--- src/rtl/fht_control_gen.sv ---
// Address/enable sequencer for a 4-bank ping-pong FHT datapath of 2^N_LOG2 points.
// Optional FHT_CTRL_BITREV_EN folds the input bit-reversal into the stage-0 read order.
module fht_control_gen #(
  parameter int unsigned N_LOG2   = 10,
  parameter int unsigned A_BIT    = N_LOG2 - 2,
  parameter int unsigned PIPE_LAT = 3,
  parameter int unsigned ST_BIT   = 5
) (
  input  logic              iCLK,
  input  logic              iRESET,
  input  logic              iSTART,
  input  logic              iABORT,
  output logic [ST_BIT-1:0] oSTAGE,
  output logic              oST_ZERO,
  output logic              oST_LAST,
  output logic [A_BIT-1:0]  oADDR_RD_0,
  output logic [A_BIT-1:0]  oADDR_RD_1,
  output logic [A_BIT-1:0]  oADDR_RD_2,
  output logic [A_BIT-1:0]  oADDR_RD_3,
  output logic              oRD_VALID,
  output logic [A_BIT-1:0]  oADDR_WR,
  output logic [A_BIT-1:0]  oADDR_COEF,
  output logic              oWE_A,
  output logic              oWE_B,
  output logic              oBUSY,
  output logic              oRDY
);

  localparam int unsigned D  = 1 << A_BIT;
  localparam int unsigned T  = D + PIPE_LAT;
  localparam int unsigned CW = A_BIT + 1;

  typedef enum logic [1:0] {StIdle, StRun, StDone} state_e;

  state_e            r_state, w_state_d;
  logic [CW-1:0]     r_cnt, w_cnt_d;
  logic [ST_BIT-1:0] r_s, w_s_d;

  logic [ST_BIT-1:0] r_stage;
  logic              r_st_zero, r_st_last, r_rd_valid, r_busy, r_rdy;
  logic [A_BIT-1:0]  r_rd [4];
  logic [A_BIT-1:0]  r_coef;
  logic [A_BIT-1:0]  r_dl_addr [PIPE_LAT];
  logic [PIPE_LAT-1:0] r_dl_wa, r_dl_wb;

  logic              w_run_d, w_valid_d;
  logic [A_BIT-1:0]  w_k, w_kr;
  int unsigned       w_r;
  logic [A_BIT-1:0]  w_rd_d [4];
  logic [A_BIT-1:0]  w_coef_d;

  function automatic logic [A_BIT-1:0] f_rotl(input logic [A_BIT-1:0] a, input int unsigned r);
    logic [A_BIT-1:0] o;
    o = '0;
    for (int unsigned i = 0; i < A_BIT; i++) o[(i + r) % A_BIT] = a[i];
    return o;
  endfunction

  function automatic logic [A_BIT-1:0] f_bitrev(input logic [A_BIT-1:0] a);
    logic [A_BIT-1:0] o;
    o = '0;
    for (int unsigned i = 0; i < A_BIT; i++) o[A_BIT-1-i] = a[i];
    return o;
  endfunction

  always_comb begin
    w_state_d = r_state;
    w_cnt_d   = r_cnt;
    w_s_d     = r_s;
    unique case (r_state)
      StIdle, StDone: begin
        if (iSTART) begin
          w_state_d = StRun;
          w_cnt_d   = '0;
          w_s_d     = '0;
        end
      end
      StRun: begin
        if (iABORT) begin
          w_state_d = StIdle;
          w_cnt_d   = '0;
          w_s_d     = '0;
        end else if (r_cnt == CW'(T - 1)) begin
          w_cnt_d = '0;
          if (r_s == ST_BIT'(N_LOG2 - 1)) begin
            w_state_d = StDone;
            w_s_d     = '0;
          end else begin
            w_s_d = r_s + ST_BIT'(1);
          end
        end else begin
          w_cnt_d = r_cnt + CW'(1);
        end
      end
      default: w_state_d = StIdle;
    endcase
  end

  // Outputs are computed from next-state values so each register matches its cycle's cnt/s.
  always_comb begin
    w_run_d   = (w_state_d == StRun);
    w_valid_d = w_run_d && (w_cnt_d < CW'(D));
    w_k       = w_cnt_d[A_BIT-1:0];
    w_r       = 32'(w_s_d) % A_BIT;
`ifdef FHT_CTRL_BITREV_EN
    w_kr = (w_s_d == '0) ? f_bitrev(w_k) : w_k;
`else
    w_kr = w_k;
`endif
    for (int j = 0; j < 4; j++) begin
      w_rd_d[j] = w_valid_d ? f_rotl(w_kr + A_BIT'(j * (D / 4)), w_r) : '0;
    end
    w_coef_d = '0;
    for (int unsigned i = 0; i < A_BIT; i++) begin
      if (i < w_r) w_coef_d[A_BIT - w_r + i] = w_k[i];
    end
    if (!w_valid_d) w_coef_d = '0;
  end

  always_ff @(posedge iCLK or negedge iRESET) begin
    if (!iRESET) begin
      r_state    <= StIdle;
      r_cnt      <= '0;
      r_s        <= '0;
      r_stage    <= '0;
      r_st_zero  <= 1'b0;
      r_st_last  <= 1'b0;
      r_rd_valid <= 1'b0;
      r_coef     <= '0;
      r_busy     <= 1'b0;
      r_rdy      <= 1'b0;
      for (int j = 0; j < 4; j++) r_rd[j] <= '0;
    end else begin
      r_state    <= w_state_d;
      r_cnt      <= w_cnt_d;
      r_s        <= w_s_d;
      r_stage    <= w_run_d ? w_s_d : '0;
      r_st_zero  <= w_run_d && (w_s_d == '0);
      r_st_last  <= w_run_d && (w_s_d == ST_BIT'(N_LOG2 - 1));
      r_rd_valid <= w_valid_d;
      r_coef     <= w_coef_d;
      r_busy     <= w_run_d;
      r_rdy      <= (w_state_d == StDone);
      for (int j = 0; j < 4; j++) r_rd[j] <= w_rd_d[j];
    end
  end

  // Delay line: buffer select travels with the address, so the stage bit never has to be delayed.
  always_ff @(posedge iCLK or negedge iRESET) begin
    if (!iRESET) begin
      r_dl_wa <= '0;
      r_dl_wb <= '0;
      for (int i = 0; i < PIPE_LAT; i++) r_dl_addr[i] <= '0;
    end else if (!w_run_d) begin
      r_dl_wa <= '0;
      r_dl_wb <= '0;
      for (int i = 0; i < PIPE_LAT; i++) r_dl_addr[i] <= '0;
    end else begin
      r_dl_addr[0] <= r_rd[0];
      r_dl_wa[0]   <= r_rd_valid & r_stage[0];
      r_dl_wb[0]   <= r_rd_valid & ~r_stage[0];
      for (int i = 1; i < PIPE_LAT; i++) begin
        r_dl_addr[i] <= r_dl_addr[i-1];
        r_dl_wa[i]   <= r_dl_wa[i-1];
        r_dl_wb[i]   <= r_dl_wb[i-1];
      end
    end
  end

  assign oSTAGE     = r_stage;
  assign oST_ZERO   = r_st_zero;
  assign oST_LAST   = r_st_last;
  assign oADDR_RD_0 = r_rd[0];
  assign oADDR_RD_1 = r_rd[1];
  assign oADDR_RD_2 = r_rd[2];
  assign oADDR_RD_3 = r_rd[3];
  assign oRD_VALID  = r_rd_valid;
  assign oADDR_COEF = r_coef;
  assign oADDR_WR   = r_dl_addr[PIPE_LAT-1];
  assign oWE_A      = r_dl_wa[PIPE_LAT-1];
  assign oWE_B      = r_dl_wb[PIPE_LAT-1];
  assign oBUSY      = r_busy;
  assign oRDY       = r_rdy;

endmodule

--- config.mk ---
export PLATFORM = sky130hd
export DESIGN_NAME = fht_control_gen
export DESIGN_NICKNAME = d
export VERILOG_FILES = /design/src/rtl/fht_control_gen.sv
export SDC_FILE = /design/constraint.sdc
export NUM_CORES = 1
export LEC_CHECK = 0
export CAP_MARGIN = 20
export CORE_MARGIN = 4
export CORE_UTILIZATION = 61
export DETAILED_ROUTE_END_ITERATION = 16
export PLACE_DENSITY_LB_ADDON = 0.25
export RECOVER_POWER = 50
export REMOVE_ABC_BUFFERS = 1
export SYNTH_ARGS = -nofsm -noshare
export SYNTH_HDL_FRONTEND = slang
export SYNTH_SLANG_ARGS = --single-unit
--- constraint.sdc ---
create_clock -name iCLK -period 11.2 [get_ports iCLK]
set_input_delay 2.8 -clock iCLK [delete_from_list [all_inputs] [get_ports iCLK]]
set_output_delay 2.8 -clock iCLK [all_outputs]
set_load 0.03 [all_outputs]
Yosys cells after proc, flatten, opt, wreduce, memory -nomap -nowiden
Index checks and enable logic that the tools add are counted.
- register bits after elaboration: 96
- input bits: 4
- output and inout port bits: 60
- word-level logic and storage cells: 215
- $add $sub $neg: 20
- $lt $le $gt $ge: 41
- eq/ne operators: 7
- multiplexer cells: 98
- bitwise gates (word level): 8
- reduce and logical (&&, ||, !) cells: 22
- operator list (kind ; count):
    bitwise mux 8 bit ; 35
    greater-or-equal comparator 32 x 1 -> 1 bit (second input constant) ; 8
    < comparator 32 x 4 -> 1 bit (second input constant) ; 8
    2-to-1 mux 8 bit ; 13
    adder 32 x 3 -> 32 bit (second input constant) ; 3
    adder 32 x 2 -> 32 bit (second input constant) ; 2
    demux 1 bit (select 3 bit) ; 16
    AND 8 bit ; 5
    adder 32 x 1 -> 32 bit (second input constant) ; 1
    < comparator 3 x 4 -> 1 bit (second input constant) ; 8
    2-to-1 mux 9 bit ; 3
    2-to-1 mux 5 bit ; 5
    greater-or-equal comparator 3 x 1 -> 1 bit (second input constant) ; 8
    2-to-1 mux 24 bit ; 1
    logical AND 1 bit ; 19
    one-hot mux 9 bit (2 select lines) ; 1
    adder 8 bit (second input constant) ; 2
    2-to-1 mux 1 bit ; 16
    adder 3 bit (first input constant) ; 4
    < comparator 3 bit (first input constant) ; 4
    == test 5 x 4 -> 1 bit (second input constant) ; 2
    one-hot mux 5 bit (2 select lines) ; 1
    adder 9 x 1 -> 9 bit (second input constant) ; 1
    == test 9 bit (second input constant) ; 1
    19 further kinds ; 29

Longest topological paths before layout
- word-level depth: 27
- gate-level depth with buffers: 20
- depth with buffers taken out: 16

Worst setup path before layout
No wires, ideal clock.
- path type: input to register
- start point: input port iABORT
- end point: register r_rd, in the netlist oADDR_RD_1[3]
- setup time: 0.137 ns
- data arrival time: 6.164 ns
- data required time: 11.063 ns
- slack: 4.898 ns
- stages on the path: 17
- path buffers: 4
- cells stage by stage: or3b_1 -> clkbuf_1 -> a21oi_2 -> o21ai_1 -> nand2_1 -> clkinv_1 -> buf_1 -> ha_1 -> clkbuf_1 -> clkinv_1 -> a221oi_1 -> a211oi_2 -> clkbuf_1 -> nor2_1 -> a211oi_1 -> o31ai_1 -> a21oi_1
- RTL lines (item ; line ; source):
    start: declaration ; 12 ; input logic iABORT,
    end: declaration ; 41 ; logic [A_BIT-1:0] r_rd [4];

==> impl_results.rst <==
.. list-table::
   :header-rows: 1

   * - Metric
     - Value
   * - Outcome
     - finished with violations
   * - Worst ir drop on vdd
     - 0.0827 mV
   * - Combinational family with the most area after synthesis
     - compound AO/OA/AOI/OAI gates
   * - Dpl hpwl
     - between 10 and 15 mm
   * - Biggest area consumer among synthesized cells
     - dfrtp_1
   * - Area share of fa/ha/maj cells after synthesis
     - 2.07%
   * - Total congestion overflow after global routing
     - 0
   * - Shortest clock period the worst path allows after layout
     - 7980 ps
   * - Die X-Extent
     - 102 um
   * - Average via count per standard cell
     - 7.23
   * - Hold Startpoint
     - r_dl_addr[18]
   * - Slowest CP cell
     - nor3b_1
   * - Destination of the worst hold path
     - r_dl_addr[10]
   * - Worst Hold Slack
     - 456 ps
   * - Crit. path cell count
     - 14
   * - Detailed Route Iter0 Violations
     - 849
   * - Post-Syn Area
     - approximately 5400 sq um
   * - Clock transition time at the flip-flop clock pins of the worst setup and hold paths
     - ~110 ps
   * - Grt met1 use
     - 46.6%
   * - Cell seen most often among critical-path stages
     - clkinv_1
   * - CTS-repair resized insts
     - 0
   * - Share of the synthesized area in compound gates (AO/OA/AOI/OAI)
     - 25.5%
   * - Antenna Violating Nets Remaining
     - 0
   * - Synthesized-area fraction occupied by xor and xnor cells
     - 1.13%
   * - Ys async rst share
     - 100%
   * - Worst Reg-to-Reg Cells
     - 14
   * - Total negative slack for setup checks
     - 0 ps
   * - TritonCTS clock tree
     - done
   * - Static Leak
     - 2.71 nW
   * - Routing usage on met2
     - 56.6%
   * - Power density of the placed cells
     - 118 nW/um^2
   * - Starting utilization of the core area
     - 62.6%
   * - Ratio of cells with drive above 1 in the final layout
     - 7.20%
   * - Antenna violations before repair
     - 0
   * - Post-route cell area
     - slightly above 6000 sq um
   * - Top cell types by occurrence after synthesis
     - dfrtp_1 (96), nand2_1 (50), nor2_1 (47)
   * - Synthesis-stage register bit count
     - 96
   * - Fillcell total
     - 664
   * - GRT Overall Usage
     - between 30% and 40%
   * - Cells after synthesis
     - 592
   * - Sequential element share of the synthesized area
     - 44.2%
   * - Num CTS Buffers
     - 9
   * - Clock insertion delay at the later pin of the skew report
     - around 360 ps
   * - FF-to-FF Start
     - r_cnt[0]
   * - Achievable frequency
     - 125 MHz
   * - Maximum fanout count along the critical path
     - 27
   * - Hold Path Depth
     - 1
   * - Largest net degree at the start of global routing
     - 64
   * - Detailed-route via count
     - around 5400
   * - Crit Reg-Reg Endpoint
     - oADDR_COEF[5]
   * - Critical path start-end classification
     - input port to register
   * - Total cell area at the placement stage
     - 6060 sq um
   * - Most used routing layer in global routing
     - met2
   * - Number of global-route vias before repair
     - between 5000 and 6000
   * - Global routing met3 resource utilization
     - under 10%
   * - Number of buffers added for setup after CTS
     - 0
   * - Area of the multi-input gates
     - 2750 sq um
   * - Crit path required time
     - 11470 ps
   * - Crit-path max cell delay
     - 790 ps
   * - Buffers plus inverters on the worst setup path
     - 3
   * - Buffer type at the clock tree root
     - clkbuf_8
   * - Final Slew Violations
     - 99
   * - Reg2reg setup slack
     - 5450 ps
   * - Ant. Diodes
     - 0
   * - Std-Cell Core Area
     - 8680 sq um
   * - Worst setup skew after layout
     - approximately 11 ps
   * - First-pass DRT Iterations
     - 6
   * - Leading register cell type out of synthesis
     - dfrtp_1
   * - Distinct cell type count after synthesis
     - slightly above 80
   * - DRC viols
     - 0
   * - Final Hold Violating Endpoints
     - 0
   * - Cell Chain, Critical Path
     - dlygate4sd3_1 -> nor3b_1 -> nand4_2 -> or2_0 -> nand2_1 -> clkinv_1 -> ha_1 -> clkinv_1 -> a221oi_1 -> a211oi_2 -> a41oi_1 -> o21a_1 -> o211a_1 -> a2111oi_4
   * - Layout area overhead
     - 14.8%
   * - Area contributors post-synth
     - dfrtp_1 (44%), a21oi_1 (4.2%), nand2_1 (3.5%), and2_1 (3.3%), nor2_1 (3.2%)
   * - Top Family by Delay on Critical Path
     - compound AO/OA/AOI/OAI gates
   * - Placed cells
     - 731
   * - Basic-gate share of the synthesized area counting and, or, nand and nor cells
     - 20.9%
   * - Final setup violation count
     - 0
   * - Unrepaired setup endpoints after global routing
     - no
   * - Core Rows
     - 34
   * - Most common cell in the netlist
     - dfrtp_1
   * - Tot Pwr
     - 0.735 mW
   * - Transition time at the pin with the least slew margin
     - 3250 ps
   * - Die area
     - 10500 sq um
   * - Violations in the final reports
     - capacitance limit, slew limit
   * - PortBufs
     - 63
   * - Average footprint of a synthesized cell
     - 9.18 sq um
   * - Relative slew slack
     - -117%
   * - Critical Path Source Type
     - input port
   * - CTS sink cnt
     - 96
   * - Wirelength per Cell
     - 24.1 um
   * - Warnings, synthesis
     - 0
   * - Mux cell area share after synthesis
     - 1.13%
   * - Max Cap Viol
     - 2
   * - Global placement routability congestion
     - 0.993
   * - NumNets Final
     - between 600 and 700
   * - Number of H-tree branching levels
     - 3
   * - Arrival time at the worst endpoint
     - 8250 ps
   * - Hold/Removal Path Class
     - register to register
   * - Final Routed Wirelength
     - 18.0 mm
   * - Global-route wire length before repair
     - 28.3 mm
   * - Hold buffer count at cts
     - 0
   * - Nature of the critical path endpoint
     - register
   * - Largest buffer count on any clock path
     - 2
   * - Number of top-level pins
     - between 60 and 70
   * - Area fraction of the dominant cell type after synthesis
     - between 40% and 50%
   * - Number of synthesized flops with an enable pin
     - 0
   * - Non-filler instance count after layout
     - between 700 and 800
   * - Die Ht
     - 102 um
   * - Post-route fraction of the period consumed by the critical path
     - 71.3%
   * - Sequential cell area
     - 2400 sq um
layer usage:
layer  share of wire, %  up-vias
li1                   -     2286
met1                 38     2586
met2                 47      437
met3                 10       94
met4                4.8        0
met5                  0        -
where the power goes:
| group | leakage (nW) | switching (mW) | internal (mW) |
|---|---|---|---|
| clock | 0.0949 | 0.138 | 0.0925 |
| sequential | 1.32 | 0.0110 | 0.362 |
| combinational | 1.30 | 0.0907 | 0.0407 |
flip-flops by register name, indices dropped and copies added, names as in the netlist:
register    flops
oADDR_COEF      8
oADDR_RD_0      8
oADDR_RD_1      8
oADDR_RD_2      8
oADDR_RD_3      8
oADDR_WR        8
oBUSY           1
oRDY            1
oRD_VALID       1
oSTAGE          5
oST_LAST        1
oST_ZERO        1
r_cnt           9
r_dl_addr      16
r_dl_wa         3
r_dl_wb         3
r_s             5
r_state         2
logic make-up after synthesis:
family / count (synthesis)
compound gates: 197
xor+xnor: 7
fa+ha+maj: 9
buf+inv: 59
flops: 96
mux: 6
simple gates: 218
layout make-up:
type,count,area share (%)
well taps,108,2.17
inverters,19,1.14
repair buffers,71,10.9
flip-flops and latches,96,38.5
clock inverters,6,0.923
clock buffers,10,2.21
multi-input cells,437,44.1
metrics by stage:
| stage | setup WS (ps) | utilization [%] |
|---|---|---|
| 2_1_floorplan | 4270 | - |
| 3_3_place_gp | 3650 | 69.8 |
| 3_5_place_dp | 3430 | 69.8 |
| 4_1_cts | 3850 | 72.0 |
| 5_1_grt | 2950 | 71.9 |
| 6_report | 3220 | 71.9 |
layout by cell type, fill, tap and decap left out, drive strengths merged, types with 6 or more instances in the layout:
master          n
dfrtp          96
nand2          50
nor2           49
a21oi          47
o21ai          39
clkdlybuf4s50  38
and2           30
dlygate4sd3    24
nor3           22
nand3          20
inv            18
clkbuf         12
o211ai         11
nand4          10
a211oi         10
a221oi          9
ha              9
and3            8
o32ai           7
buf             7
a32oi           6
a22oi           6
o22ai           6
nor4            6
how the worst max path moves through the flow:
stage	startpoint	endpoint	slack [ps]
floorplan	iABORT	oADDR_RD_3[7]	4270
global placement	iABORT	oADDR_RD_3[7]	3650
detailed placement	iABORT	oADDR_RD_3[7]	3430
CTS	iABORT	oADDR_RD_3[7]	3850
global route	iABORT	oADDR_RD_3[7]	2950
finish	iABORT	oADDR_RD_3[7]	3220
Power figures use the tool's default switching activity.
